**src/rtl/ram_arbiter_pkg.sv**
```systemverilog
// Shared constants for ram_arbiter: access-size codes, FSM state codes and
// RAM latency bounds, plus the size-to-last-byte-index helper.
package ram_arbiter_pkg;

  localparam logic [1:0] SIZE_B = 2'b00;
  localparam logic [1:0] SIZE_H = 2'b01;
  localparam logic [1:0] SIZE_W = 2'b10;

  localparam logic [2:0] ST_IDLE = 3'd0;
  localparam logic [2:0] ST_RD   = 3'd1;
  localparam logic [2:0] ST_RDW  = 3'd2;
  localparam logic [2:0] ST_WR   = 3'd3;
  localparam logic [2:0] ST_ACK  = 3'd4;

  localparam int unsigned RAM_LAT_MIN = 1;
  localparam int unsigned RAM_LAT_MAX = 3;

  // Index of the final byte of an access; size 11 behaves as a word.
  function automatic logic [1:0] last_idx(input logic [1:0] size);
    case (size)
      SIZE_B:  last_idx = 2'd0;
      SIZE_H:  last_idx = 2'd1;
      default: last_idx = 2'd3;
    endcase
  endfunction

endpackage

```
**src/rtl/ram_arbiter_rd_pipe.sv**
```systemverilog
// Read-return tracker: one stage per RAM latency cycle, carrying a valid bit,
// the byte index and a last-byte flag for every issued read address.
module ram_arbiter_rd_pipe #(
  parameter int unsigned LAT = 1
) (
  input  logic       dclk,
  input  logic       rst,
  input  logic       i_vld,
  input  logic [1:0] i_idx,
  input  logic       i_last,
  output logic       o_stb,
  output logic [1:0] o_idx,
  output logic       o_last
);

  logic [LAT-1:0]      r_vld;
  logic [LAT-1:0]      r_last;
  logic [LAT-1:0][1:0] r_idx;

  always_ff @(posedge dclk or posedge rst) begin
    if (rst) begin
      r_vld  <= '0;
      r_last <= '0;
      r_idx  <= '0;
    end else begin
      r_vld[0]  <= i_vld;
      r_last[0] <= i_last;
      r_idx[0]  <= i_idx;
      for (int unsigned k = 1; k < LAT; k++) begin
        r_vld[k]  <= r_vld[k-1];
        r_last[k] <= r_last[k-1];
        r_idx[k]  <= r_idx[k-1];
      end
    end
  end

  assign o_stb  = r_vld[LAT-1];
  assign o_idx  = r_idx[LAT-1];
  assign o_last = r_last[LAT-1] & r_vld[LAT-1];

endmodule

```
**src/rtl/ram_arbiter.sv**
```systemverilog
// Two-master (IF read-only, MEM read/write) arbiter onto a byte-wide RAM port,
// serialising accesses little-endian. Define RAM_ARB_RR_EN for round-robin.
module ram_arbiter
  import ram_arbiter_pkg::*;
#(
  parameter int unsigned ADDR_W  = 32,
  parameter int unsigned RAM_LAT = 1
) (
  input  logic              dclk,
  input  logic              rst,
  input  logic              if_req_i,
  input  logic [ADDR_W-1:0] if_addr_i,
  output logic              if_ack_o,
  output logic [31:0]       if_rdata_o,
  input  logic              mem_req_i,
  input  logic              mem_we_i,
  input  logic [1:0]        mem_size_i,
  input  logic [ADDR_W-1:0] mem_addr_i,
  input  logic [31:0]       mem_wdata_i,
  output logic              mem_ack_o,
  output logic [31:0]       mem_rdata_o,
  output logic              ram_en_o,
  output logic              ram_we_o,
  output logic [ADDR_W-1:0] ram_addr_o,
  output logic [7:0]        ram_wdata_o,
  input  logic [7:0]        ram_rdata_i
);

  logic [2:0]        r_state;
  logic [1:0]        r_cnt;
  logic [1:0]        r_last_idx;
  logic              r_sel_mem;
  logic [31:0]       r_wdata;
  logic [31:0]       r_asm;
  logic [31:0]       r_if_rdata;
  logic [31:0]       r_mem_rdata;
  logic              r_if_ack;
  logic              r_mem_ack;
  logic              r_ram_en;
  logic              r_ram_we;
  logic [ADDR_W-1:0] r_ram_addr;
  logic [7:0]        r_ram_wdata;

  logic              w_any_req;
  logic              w_grant_mem;
  logic              w_grant_we;
  logic [1:0]        w_cnt_nxt;
  logic              w_stb;
  logic [1:0]        w_pipe_idx;
  logic              w_pipe_last;
  logic [31:0]       w_merged;

  assign w_any_req = mem_req_i | if_req_i;

`ifdef RAM_ARB_RR_EN
  logic r_last_mem;

  // Contention goes to whichever master was not served last.
  assign w_grant_mem = mem_req_i & (~if_req_i | ~r_last_mem);

  always_ff @(posedge dclk or posedge rst) begin
    if (rst)
      r_last_mem <= 1'b0;
    else if (r_state == ST_IDLE && w_any_req)
      r_last_mem <= w_grant_mem;
  end
`else
  assign w_grant_mem = mem_req_i;
`endif

  assign w_grant_we = w_grant_mem & mem_we_i;
  assign w_cnt_nxt  = r_cnt + 2'd1;

  ram_arbiter_rd_pipe #(
    .LAT (RAM_LAT)
  ) u_rd_pipe (
    .dclk   (dclk),
    .rst    (rst),
    .i_vld  (r_ram_en & ~r_ram_we),
    .i_idx  (r_cnt),
    .i_last (r_cnt == r_last_idx),
    .o_stb  (w_stb),
    .o_idx  (w_pipe_idx),
    .o_last (w_pipe_last)
  );

  // Returning byte merged in place so the final byte lands in the same edge as ack.
  always_comb begin
    w_merged = r_asm;
    w_merged[{w_pipe_idx, 3'b000} +: 8] = ram_rdata_i;
  end

  always_ff @(posedge dclk or posedge rst) begin
    if (rst) begin
      r_state     <= ST_IDLE;
      r_cnt       <= '0;
      r_last_idx  <= '0;
      r_sel_mem   <= 1'b0;
      r_wdata     <= '0;
      r_asm       <= '0;
      r_if_rdata  <= '0;
      r_mem_rdata <= '0;
      r_if_ack    <= 1'b0;
      r_mem_ack   <= 1'b0;
      r_ram_en    <= 1'b0;
      r_ram_we    <= 1'b0;
      r_ram_addr  <= '0;
      r_ram_wdata <= '0;
    end else begin
      r_if_ack  <= 1'b0;
      r_mem_ack <= 1'b0;
      if (w_stb)
        r_asm <= w_merged;

      case (r_state)
        ST_IDLE: begin
          if (w_any_req) begin
            r_sel_mem   <= w_grant_mem;
            r_last_idx  <= w_grant_mem ? last_idx(mem_size_i) : 2'd3;
            r_wdata     <= mem_wdata_i;
            r_cnt       <= '0;
            r_asm       <= '0;
            r_ram_en    <= 1'b1;
            r_ram_we    <= w_grant_we;
            r_ram_addr  <= w_grant_mem ? mem_addr_i : if_addr_i;
            r_ram_wdata <= w_grant_we ? mem_wdata_i[7:0] : 8'h00;
            r_state     <= w_grant_we ? ST_WR : ST_RD;
          end
        end

        ST_RD: begin
          if (r_cnt == r_last_idx) begin
            r_ram_en <= 1'b0;
            r_state  <= ST_RDW;
          end else begin
            r_cnt      <= w_cnt_nxt;
            r_ram_addr <= r_ram_addr + ADDR_W'(1);
          end
        end

        ST_RDW: begin
          if (w_pipe_last) begin
            if (r_sel_mem) begin
              r_mem_ack   <= 1'b1;
              r_mem_rdata <= w_merged;
            end else begin
              r_if_ack   <= 1'b1;
              r_if_rdata <= w_merged;
            end
            r_state <= ST_ACK;
          end
        end

        ST_WR: begin
          if (r_cnt == r_last_idx) begin
            r_ram_en    <= 1'b0;
            r_ram_we    <= 1'b0;
            r_ram_wdata <= 8'h00;
            r_mem_ack   <= 1'b1;
            r_state     <= ST_ACK;
          end else begin
            r_cnt       <= w_cnt_nxt;
            r_ram_addr  <= r_ram_addr + ADDR_W'(1);
            r_ram_wdata <= r_wdata[{w_cnt_nxt, 3'b000} +: 8];
          end
        end

        ST_ACK:  r_state <= ST_IDLE;

        default: r_state <= ST_IDLE;
      endcase
    end
  end

  assign if_ack_o    = r_if_ack;
  assign if_rdata_o  = r_if_rdata;
  assign mem_ack_o   = r_mem_ack;
  assign mem_rdata_o = r_mem_rdata;
  assign ram_en_o    = r_ram_en;
  assign ram_we_o    = r_ram_we;
  assign ram_addr_o  = r_ram_addr;
  assign ram_wdata_o = r_ram_wdata;

endmodule

```
**config.mk**
```make
export PLATFORM = sky130hd
export DESIGN_NAME = ram_arbiter
export DESIGN_NICKNAME = d
export VERILOG_FILES = /design/src/rtl/ram_arbiter_pkg.sv /design/src/rtl/ram_arbiter_rd_pipe.sv /design/src/rtl/ram_arbiter.sv
export SDC_FILE = /design/constraint.sdc
export NUM_CORES = 1
export LEC_CHECK = 0
export CAP_MARGIN = 20
export CORE_MARGIN = 1
export CORE_UTILIZATION = 50
export CTS_CLUSTER_DIAMETER = 100
export CTS_CLUSTER_SIZE = 10
export DETAILED_ROUTE_END_ITERATION = 7
export PLACE_DENSITY = 0.81
export SYNTH_ARGS = -nofsm -noshare
export SYNTH_HDL_FRONTEND = slang
export SYNTH_SLANG_ARGS = --single-unit
```
**constraint.sdc**
```tcl
create_clock -name dclk -period 6.6 [get_ports dclk]
set_input_delay 0.66 -clock dclk [delete_from_list [all_inputs] [get_ports dclk]]
set_output_delay 0.66 -clock dclk [all_outputs]
set_load 0.05 [all_outputs]
```
# Yosys cells after proc, flatten, opt, wreduce, memory -nomap -nowiden
# Cells that the tools add are included.
[totals]
register_bits = 184
[classes]
add_sub_neg = 3
n_eq_ne = 11
shifts = 3
muxes = 35
bitwise = 6
reduce_logical = 13
[op_table]
columns = ["operator", "count"]
rows = [
  ["$mux 32", 6],
  ["$pmux 32 s2", 1],
  ["$add 32x1->32 const B", 1],
  ["$bwmux 32", 1],
  ["$shift 8x7->32 const A", 1],
  ["$shiftx 32x6->8", 1],
  ["$shiftx 8x7->32", 1],
  ["$mux 8", 3],
  ["$pmux 8 s2", 1],
  ["$reduce_and 3->1", 5],
  ["$mux 3", 4],
  ["$pmux 3 s4", 1],
  ["$mux 1", 9],
  ["$mux 2", 4],
  ["$ne 2x1->1 const B", 4],
  ["$pmux 2 s2", 2],
  ["$neg 5->7", 1],
  ["$eq 3x2->1 const B", 2],
  ["$pmux 1 s2", 3],
  ["$ne 2x2->1 const B", 2],
  ["$reduce_and 2->1", 2],
  ["$reduce_and 4->1", 1],
  ["$reduce_bool 2->1", 2],
  ["$and 1x1->1", 3],
  ["9 further kinds", 10],
]

# Longest topological paths before layout
[depth]
depth_word = 6
ltp_mapped = 9
ltp_nobuf = 7

# Cells and area by module
# From an unflattened synthesis, not the netlist that was laid out.
[unflattened]
cells_unflattened = 939
area_unflattened_um2 = 8831.0
[by_module_without_submodules]
columns = ["mod", "instances", "cells_per_inst", "area_each_um2", "seq_area_each_um2"]
rows = [
  ["ram_arbiter", 1, 933, 8720.9, 4504.3],
  ["ram_arbiter_rd_pipe", 1, 6, 110.1, 100.1],
]

# Worst setup path before layout
# Ideal clock, no wire load.
[synth_timing]
path_kind = "register -> register"
from = "register r_ram_addr[9] (netlist: ram_addr_o[9])"
to = "register r_ram_addr[28] (netlist: ram_addr_o[28])"
setup_ns = 0.130
arrival_time_ns = 2.255
required_time_ns = 6.470
setup_slack_ns = 4.215
stages_incl_launch_ff = 7
path_buffers = 1
period_less_slack_ns = 2.385
path_cell_list = "dfrtp_1 > nand4_2 > or4_4 > buf_6 > nor4_1 > mux2i_1 > a21oi_2"
[synth_via]
elab_chain_cells = 3
[synth_rtl]
columns = ["element", "line_no", "source"]
rows = [
  ["start: declaration", "ram_arbiter.sv:41", "logic [ADDR_W-1:0] r_ram_addr;"],
  ["start signal: assignment", "ram_arbiter.sv:125", "r_ram_addr <= w_grant_mem ? mem_addr_i : if_addr_i;"],
  ["start signal: assignment", "ram_arbiter.sv:137", "r_ram_addr <= r_ram_addr + ADDR_W'(1);"],
  ["start signal: assignment", "ram_arbiter.sv:163", "r_ram_addr <= r_ram_addr + ADDR_W'(1);"],
  ["$add 32x1->32", "ram_arbiter.sv:137, ram_arbiter.sv:163", ""],
  ["$mux 32", "ram_arbiter.sv:132, ram_arbiter.sv:155", ""],
  ["$pmux 32 s2", "ram_arbiter.sv:115", "case (r_state)"],
]
# No other way between the ends. The select of a mux whose other input is x is not followed.
# A chain may end at the register's enable or synchronous reset.

# Final worst setup path
[layout_timing]
from = "register r_cnt[1]"
to = "register r_ram_addr[8] (netlist: ram_addr_o[8])"
[layout_via]
elab_chain_cells = 3
[layout_rtl]
columns = ["element", "line_no", "source"]
rows = [
  ["start: declaration", "ram_arbiter.sv:30", "logic [1:0] r_cnt;"],
  ["start signal: assignment", "ram_arbiter.sv:136", "r_cnt <= w_cnt_nxt;"],
  ["start signal: assignment", "ram_arbiter.sv:162", "r_cnt <= w_cnt_nxt;"],
  ["$eq 2x2->1", "ram_arbiter.sv:132, ram_arbiter.sv:155", ""],
  ["$ne 2x2->1 (no source line)", "-", ""],
  ["$reduce_and 3->1 (no source line)", "-", ""],
]
# No other way between the ends.

==> metrics.md <==
| Metric | Value |
|---|---|
| Setup violations, final | `0` |
| First-pass GRT wire length | `between 30,000 and 40,000 microns` |
| Cts hold-fix bufs | `0` |
| Syn Area/Cell | `9.41 sq um` |
| Pwr/cell area | `between 150 and 200 nW/um^2` |
| Placed instance area | `between 10,000 and 15,000 sq um` |
| Inst Count DP | `between 1,000 and 1,500` |
| Critical setup path kind | `reg2reg` |
| Root buf cell | `clkbuf_16` |
| Commonest cells after routing, fill and taps aside | `clkdlybuf4s50_1, dfrtp_1, nand2_1, a21oi_1, nor2_1` |
| Ant diodes | `0` |
| Die Wd | `approximately 130 microns` |
| Post-detailed-route count of antenna-violating nets | `0` |
| Core box area | `~17,000 sq um` |
| Relative slew slack | `0.356` |
| Inserted Clock Buffers | `17` |
| Layout Skew | `around 7 ps` |
| CTS clk-pin slew, worst paths | `70 ps` |
| DIE HEIGHT | `135 microns` |
| Main synth FF type | `dfrtp_1` |
| Net switching power | `503 uW` |
| DRC violations left | `0` |
| Synth-to-Final Area Change | `32.0%` |
| Drt total wl | `about 23,000 microns` |
| Fin cells | `around 1,400` |
| Max Fanout on Critical Path | `24` |
| Post-route cell area | `between 10,000 and 15,000 sq um` |
| Max-Cap Viols | `0` |
| Vias in the first global route | `just over 7,000` |
| H-Tree Level Count | `4` |
| Logic pwr share | `0.059` |
| Most common cell after layout, fill and taps aside | `clkdlybuf4s50_1` |
| FF+latch count, synth | `about 180` |
| Largest stage delay, worst path | `between 700 and 800 ps` |
| Die ar. | `18,200 sq um` |
| Final period util | `0.469` |
| Simple-Gate Fraction of Synth Area | `0.191` |
| Status | `completed` |
| CP startpoint kind | `register` |
| Ys Warns | `0` |
| Register area share after synthesis | `0.522` |
| Sw frac | `0.226` |
| IO buf count | `around 220` |
| CP max stage cell | `dfrtp_1` |
| Area share of fa/ha/maj cells after synthesis | `0.00851` |
| Top Family by Delay on Critical Path | `compound AO/OA/AOI/OAI gates` |
| Detailed-route vias per instance | `approximately 5.7` |
| Initial DRC count | `~680` |
| Critical Path End Type | `register` |
| # clock sinks | `184` |
| DR vias | `7,659` |
| Syn Nets | `approximately 1,100` |
| Fill cells | `~1,400` |
| Clk pwr share | `0.435` |
| CP bufs+invs | `2` |
| CTS tree | `built` |
| Syn Inst Count | `about 940` |
| Final Hold Vio Count | `0` |
| RSZ-0062 raised after global routing | `false` |
| Critical path cell sequence | `xor2_1, o21a_1, nor2_1, buf_4, inv_1, o21ai_0, a22o_1` |
| Worst EP arrival | `3420 ps` |
| Clock Path Buffers | `2` |
| Worst-Margin Slew | `966 ps` |
| Setup TNS Final | `0 ps` |
| Final WS setup | `about 3500 ps` |
| Largest family of logic cells by synthesized area | `simple AND/OR/NAND/NOR gates` |
| Cell-internal power | `about 1.7 mW` |
| DP Worst Slack | `roughly 3600 ps` |
| Min-Delay Path Class | `reg2reg` |
| Largest net degree at the start of global routing | `110` |
| Rows | `48` |
| Io pins | `between 200 and 250` |
| Layout cell share with drive strength beyond 1 | `0.0655` |
| Yosys cell types | `60` |
| Final global-route overflow total | `0` |
| F_max | `between 0.3 and 0.4 GHz` |
| Leakage | `5.07 nW` |
| Hpwl dp | `15,700 microns` |
| GRT Overall Usage | `0.259` |
| Initial Utilization | `0.512` |
| Util after Layout | `0.675` |
| Nets | `between 1,000 and 1,500` |
| Sequential power share | `0.506` |
| Final Max Tran Viols | `0` |
| Routed WL per cell | `~17 microns` |
| Peak VDD IR | `0.181 mV` |
| Resize count post-CTS | `0` |
| Post-CTS Setup Inserts | `0` |
| Post-synth EDFFs | `0` |
| Skew-Pair Late Insertion Delay | `around 430 ps` |
| Post-synthesis xor/xnor area fraction | `0.00199` |
| FFs w/ async S/R, synth | `1.00` |
| Final min period | `between 3000 and 4000 ps` |
| Synth Area in Compound Gates | `0.174` |
| Post-synthesis mux area share | `0.0635` |
| RD Place Congestion | `roughly 0.83` |
| Initial antenna violation count | `0` |
| Critical path required time | `around 7000 ps` |
| Post-Synthesis Cell Area | `a little under 9000 sq um` |
| First drt pass iteration count | `5` |
[through the flow]
step	hold WS (ps)	power [mW]
final	479	2.23
after detailed placement	462	1.28
after global placement	453	1.28
after CTS	479	2.24
after floorplan	390	1.20
after global routing	493	2.30
[synth_stat cells, drive strengths merged (5+ instances only)]
master  number  area [sq um]
nor2        83           312
clkbuf      51           191
and2         5          31.3
nor4         7          43.8
nand3       16          85.1
nand2      184           691
o22a         5          43.8
ha           6          75.1
nand4        8          56.3
a21oi       94           478
dfrtp      184          4600
a211oi       5          37.5
a221oi       9          97.6
nor2b       40           250
a22oi       32           240
nor3        17          90.1
a31oi        5          31.3
mux2i       29           290
a32oi        8          70.1
buf         16           111
inv         10          37.5
mux2         8          90.1
mux4         8           180
o21ai       65           325
[cell type report]
type,count,area (sq um),share of cell area
Sequential cell,184,4600,0.396
Clock buffer,19,433,0.0372
Clock inverter,13,120,0.0103
Inverter,10,42.5,0.00365
Multi-Input combinational cell,677,3910,0.335
Timing Repair Buffer,227,2250,0.194
Tap cell,225,282,0.0242
[flip-flops by register name, indices dropped and copies added, names as in the netlist, 2 cells and up]
register         count
mem_rdata_o         32
if_rdata_o          32
r_wdata             32
ram_wdata_o          8
r_asm               32
r_state              3
ram_addr_o          32
r_cnt                2
r_last_idx           2
u_rd_pipe.o_idx      2
[tightest hold or removal path: cells and delay by family (launching register included)]
kind | cells | cell delay, ps
flip-flops | 1 | 340
AND/OR/NAND/NOR | 2 | 100
[power groups by stage]
stage | clock network (mW) | logic (mW) | registers, mW
6_report | 0.969 | 0.130 | 1.13
5_1_grt | 1.03 | 0.142 | 1.13
4_1_cts | 0.982 | 0.132 | 1.13
3_5_place_dp | 0 | 0.132 | 1.15
3_3_place_gp | 0 | 0.131 | 1.15
2_1_floorplan | 0 | 0.0479 | 1.15
[kinds of logic after synthesis]
family / count (synthesis)
multiplexers: 45
AO/OA/AOI/OAI: 249
buffers and inverters: 77
AND/OR/NAND/NOR: 375
adder cells (fa/ha/maj): 6
flip-flops: 184
XOR/XNOR: 2
[worst paths after layout]
path / cells after the start / from / to / slack [ps]
max: 7 / r_cnt[1] / ram_addr_o[8] / 3510
max in group asynchronous: 3 / rst / r_wdata[0] / 4310
min in group asynchronous: 2 / rst / if_rdata_o[12] / 790
min: 2 / r_wdata[7] / r_wdata[7] / 480
max reg2reg: 7 / r_cnt[1] / ram_addr_o[8] / 3510
min reg2reg: 2 / r_wdata[7] / r_wdata[7] / 480
[per-layer routing]
layer  part of all wire  track usage  vias up
li1                   -            -     3658
met1               0.43        0.351     3654
met2               0.48        0.418      319
met3              0.072       0.0589       28
met4              0.015       0.0768        0
met5                  0            0        -
(Power assumes the default switching activity.)
